==> src/rtl/btn_defs.sv <==
// ---------------------------------------------------------------------------
// btn_defs
// Shared definitions for the button debouncer slice.
// Holds only the per-channel auto-repeat state encoding.
// ---------------------------------------------------------------------------
package btn_defs;

  typedef enum logic [1:0] {
    ST_IDLE   = 2'd0,
    ST_HELD   = 2'd1,
    ST_REPEAT = 2'd2
  } rep_state_e;

endpackage : btn_defs

==> src/rtl/btn_debounce_ch.sv <==
// ---------------------------------------------------------------------------
// btn_debounce_ch
// One button channel: 2-flop synchroniser, debounce counter, auto-repeat FSM
// and the press/repeat event pulse.
//
// Ports
//   clock    in   rising-edge clock
//   reset    in   asynchronous active-high reset
//   btn_raw  in   raw asynchronous button level, 1 = pressed
//   stable   out  debounced level
//   evt      out  one-cycle event: high during the cycle whose closing edge
//                 accepts a press or fires a repeat
// ---------------------------------------------------------------------------
module btn_debounce_ch
  import btn_defs::*;
#(
  parameter int STABLE_CLKS   = 4096,
  parameter int CNT_W         = 16,
  parameter int REPEAT_EN     = 0,
  parameter int REPEAT_DELAY  = 65535,
  parameter int REPEAT_PERIOD = 16384
) (
  input  logic clock,
  input  logic reset,
  input  logic btn_raw,
  output logic stable,
  output logic evt
);

  localparam logic [CNT_W-1:0] STABLE_LAST = CNT_W'(STABLE_CLKS - 1);
  localparam logic [CNT_W-1:0] DELAY_LAST  = CNT_W'(REPEAT_DELAY - 1);
  localparam logic [CNT_W-1:0] PERIOD_LAST = CNT_W'(REPEAT_PERIOD - 1);

  logic             sync_p0_q, sync_p0_d;
  logic             sync_p1_q, sync_p1_d;
  logic             cand_q, cand_d;
  logic [CNT_W-1:0] cnt_q, cnt_d;
  logic             stable_q, stable_d;
  rep_state_e       state_q, state_d;
  logic [CNT_W-1:0] rcnt_q, rcnt_d;
  logic             press;
  logic             rep;

  // Increment that parks at the terminal value instead of wrapping.
  function automatic logic [CNT_W-1:0] sat_inc(input logic [CNT_W-1:0] v,
                                               input logic [CNT_W-1:0] lim);
    sat_inc = (v >= lim) ? lim : v + CNT_W'(1);
  endfunction

  // Synchroniser stage
  always_comb begin
    sync_p0_d = btn_raw;
    sync_p1_d = sync_p0_q;
  end

  // Debounce stage: cand tracks the latest synchronised level, cnt counts
  // how long it has agreed. The counter keeps cycling while the level is
  // steady, which just rewrites stable with the value it already holds.
  always_comb begin
    cand_d   = cand_q;
    cnt_d    = cnt_q;
    stable_d = stable_q;
    if (sync_p1_q != cand_q) begin
      cand_d = sync_p1_q;
      cnt_d  = '0;
    end else if (cnt_q == STABLE_LAST) begin
      stable_d = cand_q;
      cnt_d    = '0;
    end else begin
      cnt_d = sat_inc(cnt_q, STABLE_LAST);
    end
    press = stable_d & ~stable_q;
  end

  // Repeat stage: keyed on the next stable value so a release never fires a
  // repeat on the same edge it is accepted.
  always_comb begin
    state_d = state_q;
    rcnt_d  = rcnt_q;
    rep     = 1'b0;
    if (!stable_d) begin
      state_d = ST_IDLE;
      rcnt_d  = '0;
    end else begin
      case (state_q)
        ST_IDLE: begin
          if (press) begin
            state_d = ST_HELD;
            rcnt_d  = '0;
          end
        end
        ST_HELD: begin
          // Without auto-repeat the channel parks here with rcnt at 0.
          if (REPEAT_EN != 0) begin
            if (rcnt_q == DELAY_LAST) begin
              rep     = 1'b1;
              state_d = ST_REPEAT;
              rcnt_d  = '0;
            end else begin
              rcnt_d = sat_inc(rcnt_q, DELAY_LAST);
            end
          end
        end
        ST_REPEAT: begin
          if (rcnt_q == PERIOD_LAST) begin
            rep    = 1'b1;
            rcnt_d = '0;
          end else begin
            rcnt_d = sat_inc(rcnt_q, PERIOD_LAST);
          end
        end
        default: begin
          state_d = ST_IDLE;
          rcnt_d  = '0;
        end
      endcase
    end
  end

  always_ff @(posedge clock or posedge reset) begin
    if (reset) begin
      sync_p0_q <= 1'b0;
      sync_p1_q <= 1'b0;
      cand_q    <= 1'b0;
      cnt_q     <= '0;
      stable_q  <= 1'b0;
      state_q   <= ST_IDLE;
      rcnt_q    <= '0;
    end else begin
      sync_p0_q <= sync_p0_d;
      sync_p1_q <= sync_p1_d;
      cand_q    <= cand_d;
      cnt_q     <= cnt_d;
      stable_q  <= stable_d;
      state_q   <= state_d;
      rcnt_q    <= rcnt_d;
    end
  end

  assign stable = stable_q;
  assign evt    = press | rep;

endmodule : btn_debounce_ch

==> src/rtl/btn_debounce_n.sv <==
// ---------------------------------------------------------------------------
// btn_debounce_n
// N_BTN independent debounced buttons with optional auto-repeat, read out
// through a one-cycle request/done handshake.
//
// Ports
//   clock       in   rising-edge clock
//   reset       in   asynchronous active-high reset
//   start_port  in   one-cycle read request
//   btn         in   [N_BTN-1:0] raw button levels, 1 = pressed
//   out1        out  [N_BTN-1:0] debounced levels,
//                    [2*N_BTN-1:N_BTN] press-event flags since last read
//   done_port   out  high for the cycle after a read; out1 holds that read
// ---------------------------------------------------------------------------
module btn_debounce_n
  import btn_defs::*;
#(
  parameter int N_BTN         = 4,
  parameter int STABLE_CLKS   = 4096,
  parameter int CNT_W         = 16,
  parameter int REPEAT_EN     = 0,
  parameter int REPEAT_DELAY  = 65535,
  parameter int REPEAT_PERIOD = 16384
) (
  input  logic               clock,
  input  logic               reset,
  input  logic               start_port,
  input  logic [N_BTN-1:0]   btn,
  output logic [2*N_BTN-1:0] out1,
  output logic               done_port
);

  logic [N_BTN-1:0]   stable;
  logic [N_BTN-1:0]   evt;
  logic [N_BTN-1:0]   flag_q, flag_d;
  logic [2*N_BTN-1:0] out1_q, out1_d;
  logic               done_q, done_d;

  for (genvar i = 0; i < N_BTN; i++) begin : g_ch
    btn_debounce_ch #(
      .STABLE_CLKS  (STABLE_CLKS),
      .CNT_W        (CNT_W),
      .REPEAT_EN    (REPEAT_EN),
      .REPEAT_DELAY (REPEAT_DELAY),
      .REPEAT_PERIOD(REPEAT_PERIOD)
    ) u_ch (
      .clock  (clock),
      .reset  (reset),
      .btn_raw(btn[i]),
      .stable (stable[i]),
      .evt    (evt[i])
    );
  end

  // Read stage: a read snapshots the flags it reports and clears them;
  // an event landing on the same edge is OR-ed in afterwards so it survives.
  always_comb begin
    flag_d = flag_q;
    out1_d = out1_q;
    done_d = start_port;
    if (start_port) begin
      out1_d = {flag_q, stable};
      flag_d = '0;
    end
    flag_d = flag_d | evt;
  end

  always_ff @(posedge clock or posedge reset) begin
    if (reset) begin
      flag_q <= '0;
      out1_q <= '0;
      done_q <= 1'b0;
    end else begin
      flag_q <= flag_d;
      out1_q <= out1_d;
      done_q <= done_d;
    end
  end

  assign out1      = out1_q;
  assign done_port = done_q;

endmodule : btn_debounce_n

==> config.mk <==
export PLATFORM = sky130hd
export DESIGN_NAME = btn_debounce_n
export DESIGN_NICKNAME = d
export VERILOG_FILES = /design/src/rtl/btn_defs.sv /design/src/rtl/btn_debounce_ch.sv /design/src/rtl/btn_debounce_n.sv
export SDC_FILE = /design/constraint.sdc
export NUM_CORES = 1
export LEC_CHECK = 0
export CAP_MARGIN = 20
export CORE_ASPECT_RATIO = 0.9
export CORE_MARGIN = 3
export CORE_UTILIZATION = 30
export CTS_BUF_LIST = sky130_fd_sc_hd__clkbuf_4 sky130_fd_sc_hd__clkbuf_8
export DETAILED_ROUTE_END_ITERATION = 10
export HOLD_SLACK_MARGIN = 0.02
export PLACE_DENSITY = 0.49
export RECOVER_POWER = 25
export SYNTH_ARGS = -nofsm -noshare
export SYNTH_HDL_FRONTEND = slang
export SYNTH_HIERARCHICAL = 1
export SYNTH_SLANG_ARGS = --single-unit
==> constraint.sdc <==
create_clock -name clock -period 1.8 [get_ports clock]
set_input_delay 0.18 -clock clock [delete_from_list [all_inputs] [get_ports clock]]
set_output_delay 0.18 -clock clock [all_outputs]
set_load 0.1 [all_outputs]
# Word level (Yosys, flattened, before mapping)
# Index checks and enable logic that the tools add are counted.
# word_totals
ff_bits	165
latchBits	0
ramBits	0
mem_bits_ro	0
in_bits	7
output_inout_bits	9
elab_cells	173
mem_count	0
# op_classes
addsub	8
mul	0
div	0
magnitude_cmp	8
eq_ne	32
shifts	0
mux	65
n_bitwise	13
n_reduce_logical	16
# op_table
operator	count
two-way mux 16 bit	28
case mux 16 bit (3 select lines)	4
adder 16 x 1 -> 16 bit, second input constant	8
== test 16 x 12 -> 1 bit, second input constant	4
== test 16 x 14 -> 1 bit, second input constant	4
greater-or-equal comparator 16 x 12 -> 1 bit, second input constant	4
greater-or-equal comparator 16 x 14 -> 1 bit, second input constant	4
two-way mux 1 bit	20
two-way mux 2 bit	8
inequality test 2 bit, second input constant	8
case mux 2 bit (2 select lines)	4
AND reduction 2 bit	8
inequality test 3 bit, second input constant	4
== test 2 x 1 -> 1 bit, second input constant	4
== test 2 bit, second input constant	4
logical NOT 2 bit	4
OR reduction 2 bit	4
AND 1 bit	4
two-way mux 4 bit	1
inequality test 1 bit	4
inverter 1 bit	4
OR 1 bit	4
OR 4 bit	1

# Logic depth before layout (Yosys ltp)
# Gate-level depths: netlist of the first run.
# logic_depth
depth_word	7
ltp_mapped	6
depth_no_buf	5

# Hierarchy
# The synthesis of the first run kept the hierarchy.
# by_module_without_submodules
module	instances	cells_per_inst	area_per_inst_um2	seq_area_each_um2
btn_debounce_ch at g_ch[0].u_ch ...	3	79	883.3	500.5
btn_debounce_ch at g_ch[3].u_ch	1	81	878.3	500.5
btn_debounce_n	1	28	494.2	325.3

# Worst setup path before layout of the first run
# Ideal clock, no wire load.
# synth_path
kind	register to register
from	reg g_ch[3].u_ch.cnt_q[12]
to	reg g_ch[3].u_ch.cnt_q[2]
setup_ps	144
t_arrival_ps	1690
t_required_ps	1656
setup_slack_ps	-35
path_stages_with_launch	6
path_buffers	1
synth_period_minus_slack_ps	1835
path_cell_list	dfrtp_1 -> or4_4 -> or4b_4 -> nand2b_2 -> buf_6 -> a21oi_1
# synth_between
elab_chain_len	4
elab_cells_between_ends	5
classes_between	order compare: 1; eq/ne: 1; mux: 3
# synth_rtl
element	line_no	text
from (decl)	btn_debounce_ch.sv:37	logic [CNT_W-1:0] cnt_q, cnt_d;
from (signal assigned)	btn_debounce_ch.sv:133	cnt_q <= cnt_d;
greater-or-equal comparator 16 x 12 -> 1 bit	btn_debounce_ch.sv:47	sat_inc = (v >= lim) ? lim : v + CNT_W'(1);
two-way mux 16 bit	btn_debounce_ch.sv:47	
two-way mux 16 bit *	btn_debounce_ch.sv:66	end else if (cnt_q == STABLE_LAST) begin
two-way mux 16 bit *	btn_debounce_ch.sv:63	if (sync_p1_q != cand_q) begin
via g_ch[3].u_ch.cnt_d[2]	btn_debounce_ch.sv:37	
# The timed path passes the listed nets; every way through them passes the cells marked *.
# A chain may end at the register's enable or synchronous reset.

# Final worst setup path of the first run
# layout_path
from	reg g_ch[3].u_ch.cnt_q[12]
to	reg g_ch[3].u_ch.cnt_q[11]
# Same word-level chain as after synthesis.

==> results of run 1 <==
-- how the worst min path moves through the flow --
stage | start | to | slack, ps
floorplan | reset | done_port$_DFF_PP0_ | 60
detailed placement | g_ch[2].u_ch/sync_p0_q$_DFF_PP0_ | g_ch[2].u_ch/sync_p1_q$_DFF_PP0_ | 340
global route | btn[1] | g_ch[1].u_ch/sync_p0_q$_DFF_PP0_ | 360
CTS | btn[1] | g_ch[1].u_ch/sync_p0_q$_DFF_PP0_ | 240
global placement | g_ch[2].u_ch/sync_p0_q$_DFF_PP0_ | g_ch[2].u_ch/sync_p1_q$_DFF_PP0_ | 340
finish | g_ch[2].u_ch/sync_p0_q$_DFF_PP0_ | g_ch[2].u_ch/sync_p1_q$_DFF_PP0_ | 360
-- critical path, stage by stage (launching register included) --
cell	delay, ps
dfrtp_1	380
or4_4	530
or4b_4	560
nand2b_4	160
a21oi_2	40
-- cell usage after synthesis, types with 2 or more instances --
master,instances
or2_2,3
nand4_1,13
conb_1,4
clkbuf_1,4
and2_1,3
or4_4,4
o21ai_0,4
a21o_1,4
o211ai_1,2
mux2i_1,4
a31oi_1,3
nand2_1,18
and3b_1,3
xor2_1,18
nor2_1,11
buf_6,5
nor3_1,9
inv_1,12
nor4_4,3
and4_1,5
nand2b_1,3
a311oi_1,3
ha_1,4
dfrtp_1,93
nand3_1,20
xnor2_1,20
a21oi_1,52
nor4_1,6
mux2_4,8
-- final cells by class --
type                       count  area (µm²)  share of cell area, %
inverter                      13        48.8                   1.03
timing repair buffer          36         274                   5.78
clock inverter                 3        43.8                  0.923
multi-input combinational    245        1680                   35.4
sequential                    93        2330                   49.1
tap                          164         205                   4.32
clock buffer                  12         165                   3.48
-- flip-flops by register name, summed over array words and instances, names as in the netlist --
register	cells
g_ch.u_ch/cand_q	4
g_ch.u_ch/cnt_q	64
g_ch.u_ch/sync_p1_q	4
out1	8
g_ch.u_ch/sync_p0_q	4
g_ch.u_ch/stable	4
done_port	1
flag_q	4
-- power by group --
part / switching (µW) / total, µW / internal, µW
clock network: 709 / 1460 / 749
logic: 270 / 475 / 206
registers: 158 / 2400 / 2240
total: 1140 / 4330 / 3190
-- cell usage in the layout, fill, tap and decap left out, drive strengths merged, types with 5 or more instances in the layout --
master | Yosys | final
dfrtp | 93 | 93
a21oi | 52 | 52
buf | 5 | 27
nand3 | 20 | 20
xnor2 | 20 | 20
nand2 | 18 | 18
xor2 | 18 | 18
conb | 4 | 16
clkbuf | 4 | 15
nand4 | 13 | 13
inv | 13 | 13
nor2 | 11 | 11
nor3 | 9 | 9
nor4 | 9 | 9
mux2 | 8 | 8
and4 | 5 | 5
dlygate4sd3 | 0 | 5
nand2b | 4 | 5
-- logic make-up (layout without fill, tap and decap cells) --
kind of cell	Yosys count	after routing	synth area share, %
simple gates	103	105	15.7
flops	93	93	57.9
compound gates	70	70	9.61
xor+xnor	38	38	8.27
buf+inv	22	64	2.99
mux	12	12	3.98
fa+ha+maj	4	4	1.24
other cells	4	16	0.373
-- stage by stage --
step	setup WS (ps)	instances	util, %	cell area (µm²)
6_report	4.36	566	36.8	4740
5_1_grt	-71.9	566	36.8	4740
4_1_cts	1.97	563	36.5	4700
3_5_place_dp	-84.2	547	34.7	4470
3_3_place_gp	-69.1	547	34.7	4470
2_1_floorplan	-14.1	358	-	4070
-- routing by layer --
metal / track usage [%] / vias up / share of wire [%]
met5: 0 / - / 0
met4: 4.46 / 0 / 1.6
met3: 2.53 / 10 / 2.5
met2: 16.0 / 23 / 45
met1: 15.5 / 1287 / 51
li1: - / 1322 / -
-- repair_timing --
action	4_1_cts	5_1_grt
pin swaps	1	3
gates resized for setup	3	9
gates cloned	1	1
buffers inserted	0	2
setup endpoints to repair	12	34
==> summary.txt, run 1 <==
Synth
  • Ys flop type: dfrtp_1
  • Syn Inst Count: 346
  • Share of flip-flops with an asynchronous set or reset: 100%
  • Share of the synthesized area in the top cell type: 57.9%
  • #FFs+latches synth: 93
  • Cell variety after synth: 34
  • Synth Cell Area: 4020 µm²
  • Synth Area per Inst: 11.6 µm²
  • Yosys warnings: 6
  • Post-synth EDFFs: 0
  • Area leader, netlist: dfrtp_1
  • Largest cells by area after synthesis: dfrtp_1, a21oi_1, xnor2_1, xor2_1, mux2_4
  • Register area share after synthesis: 57.9%

Timing
  • Final Hold Viols: 0
  • Final Critical Period: 1800 ps
  • Worst slew margin: 25.6%
  • Slew of the pin with the lowest slew margin: 1120 ps
  • Setup TNS: 0 ps
  • # setup viols final: 0
  • Hold slack: 358 ps
  • Period utilisation layout: 99.8%
  • Final Skew: 8.30 ps
  • Fmax: 0.557 GHz
  • RSZ-0062 raised after global routing: yes
  • Pins Over Slew Limit: 0

Worst setup path
  • R2r endpoint: g_ch[3].u_ch/cnt_q[11]$_DFF_PP0_
  • Kind of end point of the critical path: flip-flop
  • FF-to-FF setup slack: 4 ps
  • Crit path to: g_ch[3].u_ch/cnt_q[11]$_DFF_PP0_
  • Worst reg2reg startpoint: g_ch[3].u_ch/cnt_q[12]$_DFF_PP0_
  • FF-to-FF path depth: 4
  • CP required: 2020 ps
  • CP Launch Type: flip-flop
  • CP startpoint: g_ch[3].u_ch/cnt_q[12]$_DFF_PP0_
  • CP Class: flip-flop to flip-flop
  • Crit path DAT: 2010 ps
  • CP max FO: 5

Min path
  • Worst hold path type: flip-flop to flip-flop
  • Hold path depth: 0

Global route
  • Initial antenna violation count: 0
  • First-pass GRT wire length: 13.0 mm
  • Tot GR Track Use: 10.9%
  • Vias in the first global route: 2692
  • Remaining global-route overflow: 0
  • Largest net degree at the start of global routing: 21

Clock tree
  • TritonCTS Buffers: 9
  • Root Driver: clkbuf_8
  • CTS HTree Levels: 3
  • Later-pin clock latency in the skew report: 350 ps
  • Worst-path clk slew: 90 ps
  • Sink Count: 93
  • # hold bufs at CTS: 0
  • CTS tree: done
  • Clock tree buffer depth: 2

Cells and area
  • Area grow syn2layout: 17.9%
  • Filler instances: 1292
  • Ant. Diodes: 0
  • Final Net Count: 409
  • Share of cells above drive strength 1: 18.7%

Detailed routing
  • Pre-antenna DRT Iters: 4
  • Routed WL: 7.35 mm
  • DRC: 0
  • Antenna violation net count after detailed routing: 0
  • Initial DRC count: 161
  • Vias post-DR: 2642
  • Routed len/inst: 13.0 µm
  • DR vias/cell: 4.67

Place
  • Gp weighted congestion: 0.737
  • IO buf count: 15
  • Final HPWL from detailed placement: 4.99 mm

Floorplanning
  • Core area: 12900 µm²
  • Die Wd: 128 µm
  • Initial Utilization: 31.2%
  • Die area: 14800 µm²
  • Die height: 116 µm
  • Core Rows: 39
  • I/O pin count: 16

Job
  • Max capacitance violation total: 0

Power and ir drop
  • Total power: 4330 µW
  • P per Cell Area: 913 nW/µm²
  • VDD IR max: 0.000286 V
  • Leak: 0.00202 µW

Outcome
  • Outcome: finished clean
Note: power is estimated with default switching activity, not from simulation.
==> run 2: changes to the inputs <==
- DONT_BUFFER_PORTS: not set -> 1
- PLACE_DENSITY: 0.49 -> 0.46
- clock period: 1.8 -> 1.78 ns (I/O delays scaled with it)
==> run 2 against run 1 <==
  * Global-route usage barely moved
  * Worst hold slack got worse by 14 ps
  * Cell count fell by 0.71%
  * Routed wire length fell by 1.9%
  * The run now ends with setup timing left
  * Utilization fell by 0.26 points
  * First-iteration DRC count is 52% higher
==> summary.txt, run 2 (same netlist as run 1, synthesis figures left out) <==
Worst setup path
  • CP max FO: 5 (unchanged)
  • CP Launch Type: flip-flop
  • Worst reg2reg startpoint: g_ch[3].u_ch/cnt_q[14]$_DFF_PP0_
  • FF-to-FF setup slack: -9 ps (about the same)
  • Worst path cell trace: or4_4 -> or4b_4 -> nand2b_4 -> a21oi_2
  • Slowest CP cell: or4b_4
  • CP Class: flip-flop to flip-flop
  • Kind of end point of the critical path: flip-flop
  • Crit path DAT: 2000 ps (about the same)
  • CP required: 1990 ps (-30 ps)
  • FF-to-FF path depth: 4 (unchanged)
  • R2r endpoint: g_ch[3].u_ch/cnt_q[7]$_DFF_PP0_
  • Critical Path Max Stage Delay: 560 ps (about the same)

Detailed routing
  • Antenna violation net count after detailed routing: 0 (unchanged)
  • Pre-antenna DRT Iters: 6 (+2)
  • DR vias/cell: 4.67 (about the same)
  • Vias post-DR: 2623 (-0.72%)
  • DRC: 0 (unchanged)
  • Routed WL: 7.21 mm (-1.9%)
  • Routed len/inst: 12.8 µm (-1.2%)
  • Initial DRC count: 244 (+52%)

Timing
  • Period utilisation layout: 100% (+0.74 points)
  • Fmax: 0.559 GHz (+0.38%)
  • Pins Over Slew Limit: 0 (unchanged)
  • Final setup margin: -8.82 ps (-13.2 ps)
  • RSZ-0062 raised after global routing: yes
  • Final Skew: 8.18 ps (-0.121 ps)
  • Final Hold Viols: 0 (unchanged)
  • Final Critical Period: 1790 ps (-6.82 ps)
  • # setup viols final: 6 (+6)
  • Worst slew margin: 48.9% (+23 points)
  • Slew of the pin with the lowest slew margin: 766 ps (-349 ps)
  • Setup TNS: -28.7 ps (-28.7 ps)

Global route
  • Vias in the first global route: 2692 (unchanged)
  • Initial antenna violation count: 0 (unchanged)
  • First-pass GRT wire length: 12.7 mm (-2.1%)
  • Largest net degree at the start of global routing: 21 (unchanged)
  • Tot GR Track Use: 10.8% (-0.041 points)
  • Remaining global-route overflow: 0 (unchanged)

Min path
  • Min-Delay Endpoint: g_ch[2].u_ch/sync_p1_q$_DFF_PP0_
  • Worst hold path type: flip-flop to flip-flop
  • Hold Path Origin: g_ch[2].u_ch/sync_p0_q$_DFF_PP0_
  • Hold path depth: 0 (unchanged)

Cells and area
  • Most common cell after layout, fill and taps aside: dfrtp_1
  • Area grow syn2layout: 17.1%
  • Final Net Count: 405 (-0.98%)
  • Most frequent cells in the layout: dfrtp_1, a21oi_1, buf_4
  • Ant. Diodes: 0 (unchanged)
  • Max reg flops: 64 (unchanged)
  • Top reg by flops: g_ch.u_ch/cnt_q
  • Share of cells above drive strength 1: 17.8% (-0.82 points)

Floorplanning
  • Die height: 116 µm (unchanged)
  • Die Wd: 128 µm (unchanged)
  • Initial Utilization: 31.2% (unchanged)
  • Core Rows: 39 (unchanged)
  • I/O pin count: 16 (unchanged)
  • Die area: 14800 µm² (unchanged)
  • Core area: 12900 µm² (unchanged)

Clock tree
  • Buffer count from post-CTS setup fixing: 0 (unchanged)
  • CTS tree: done
  • Worst-path clk slew: 80 ps (about the same)
  • Sink Count: 93 (unchanged)
  • CTS HTree Levels: 3 (unchanged)
  • Clock tree buffer depth: 2 (unchanged)
  • TritonCTS Buffers: 9 (unchanged)
  • Root Driver: clkbuf_8
  • Later-pin clock latency in the skew report: 360 ps (about the same)

Power and ir drop
  • Internal power: 3240 µW (+1.5%)
  • Leak: 0.00201 µW (-0.48%)
  • VDD IR max: 0.000332 V (+16%)
  • Psw: 1110 µW (-2.3%)
  • Clk pwr share: 33.4% (-0.3 points)
  • Seq pwr share: 55.5% (+0.2 points)
  • Comb pwr share: 11.1% (about the same)
  • Total power: 4350 µW (+0.51%)
  • P per Cell Area: 924 nW/µm² (+1.2%)
  • Sw Share: 25.5% (-0.73 points)

Place
  • Gp weighted congestion: 0.831 (+13%)
  • Final HPWL from detailed placement: 4.94 mm (-1.0%)
  • Pre-CTS setup slack: -102 ps (-17.9 ps)
  • IO buf count: 0 (-15)

Job
  • Max capacitance violation total: 0 (unchanged)

Outcome
  • Failing checks: setup timing
  • Outcome: complete, but fails checks
run 2: repair_timing:
| action | in CTS | in global routing |
|---|---|---|
| hold buffers | 6 | 0 |
| gates cloned | 1 | 1 |
| hold endpoints to repair | 110 | 0 |
| pin swaps | 3 | 4 |
| setup endpoints to repair | 21 | 37 |
| gates resized for setup | 6 | 4 |
run 2: final cells by class:
type / instances / area, µm²
Fill cell: 1318 / 8170
Sequential cell: 93 / 2330
Multi-Input combinational cell: 245 / 1670
Timing Repair Buffer: 32 / 255
Tap cell: 164 / 205
Clock buffer: 14 / 174
Inverter: 13 / 48.8
Clock inverter: 1 / 30.0
run 2: through the flow:
step           instance area, µm²  std cells  util, %  hold WS, ps
2_1_floorplan                4070        358        -         55.0
3_3_place_gp                 4400        539     34.1          121
3_5_place_dp                 4400        539     34.1          123
4_1_cts                      4690        561     36.4          346
5_1_grt                      4710        562     36.6          346
6_report                     4710        562     36.6          344
run 2: power by group through the flow:
stage	logic [µW]	clock network, µW	registers [µW]
floorplan	358	0	2440
global placement	445	0	2450
detailed placement	453	0	2460
CTS	483	1540	2420
global route	558	1610	2450
finish	483	1450	2420
run 2: layer usage:
metal  vias to the layer above  share of wire [%]  GRT usage (%)
met1                      1264                 47           13.7
met3                        12                4.6           4.38
li1                       1306                  -              -
met2                        41                 47           16.9
met4                         0                1.7           3.82
met5                         -                  0              0
run 2: critical path, delay by kind of cell, from the launching register on:
family	cells	cell delay, ps
compound gates	1	40
flops	1	380
simple gates	3	1230
run 2: worst max path at each step:
| stage | from | to | depth (start not counted) |
|---|---|---|---|
| after floorplan | g_ch[3].u_ch/cnt_q[12]$_DFF_PP0_ | g_ch[3].u_ch/cnt_q[2]$_DFF_PP0_ | 5 |
| after global placement | g_ch[3].u_ch/cnt_q[12]$_DFF_PP0_ | g_ch[3].u_ch/cnt_q[7]$_DFF_PP0_ | 4 |
| after detailed placement | g_ch[3].u_ch/cnt_q[12]$_DFF_PP0_ | g_ch[3].u_ch/cnt_q[7]$_DFF_PP0_ | 4 |
| after CTS | g_ch[3].u_ch/cnt_q[14]$_DFF_PP0_ | g_ch[3].u_ch/cnt_q[7]$_DFF_PP0_ | 4 |
| after global routing | g_ch[3].u_ch/cnt_q[14]$_DFF_PP0_ | flag_q[3]$_DFF_PP0_ | 4 |
| final | g_ch[3].u_ch/cnt_q[14]$_DFF_PP0_ | g_ch[3].u_ch/cnt_q[7]$_DFF_PP0_ | 4 |
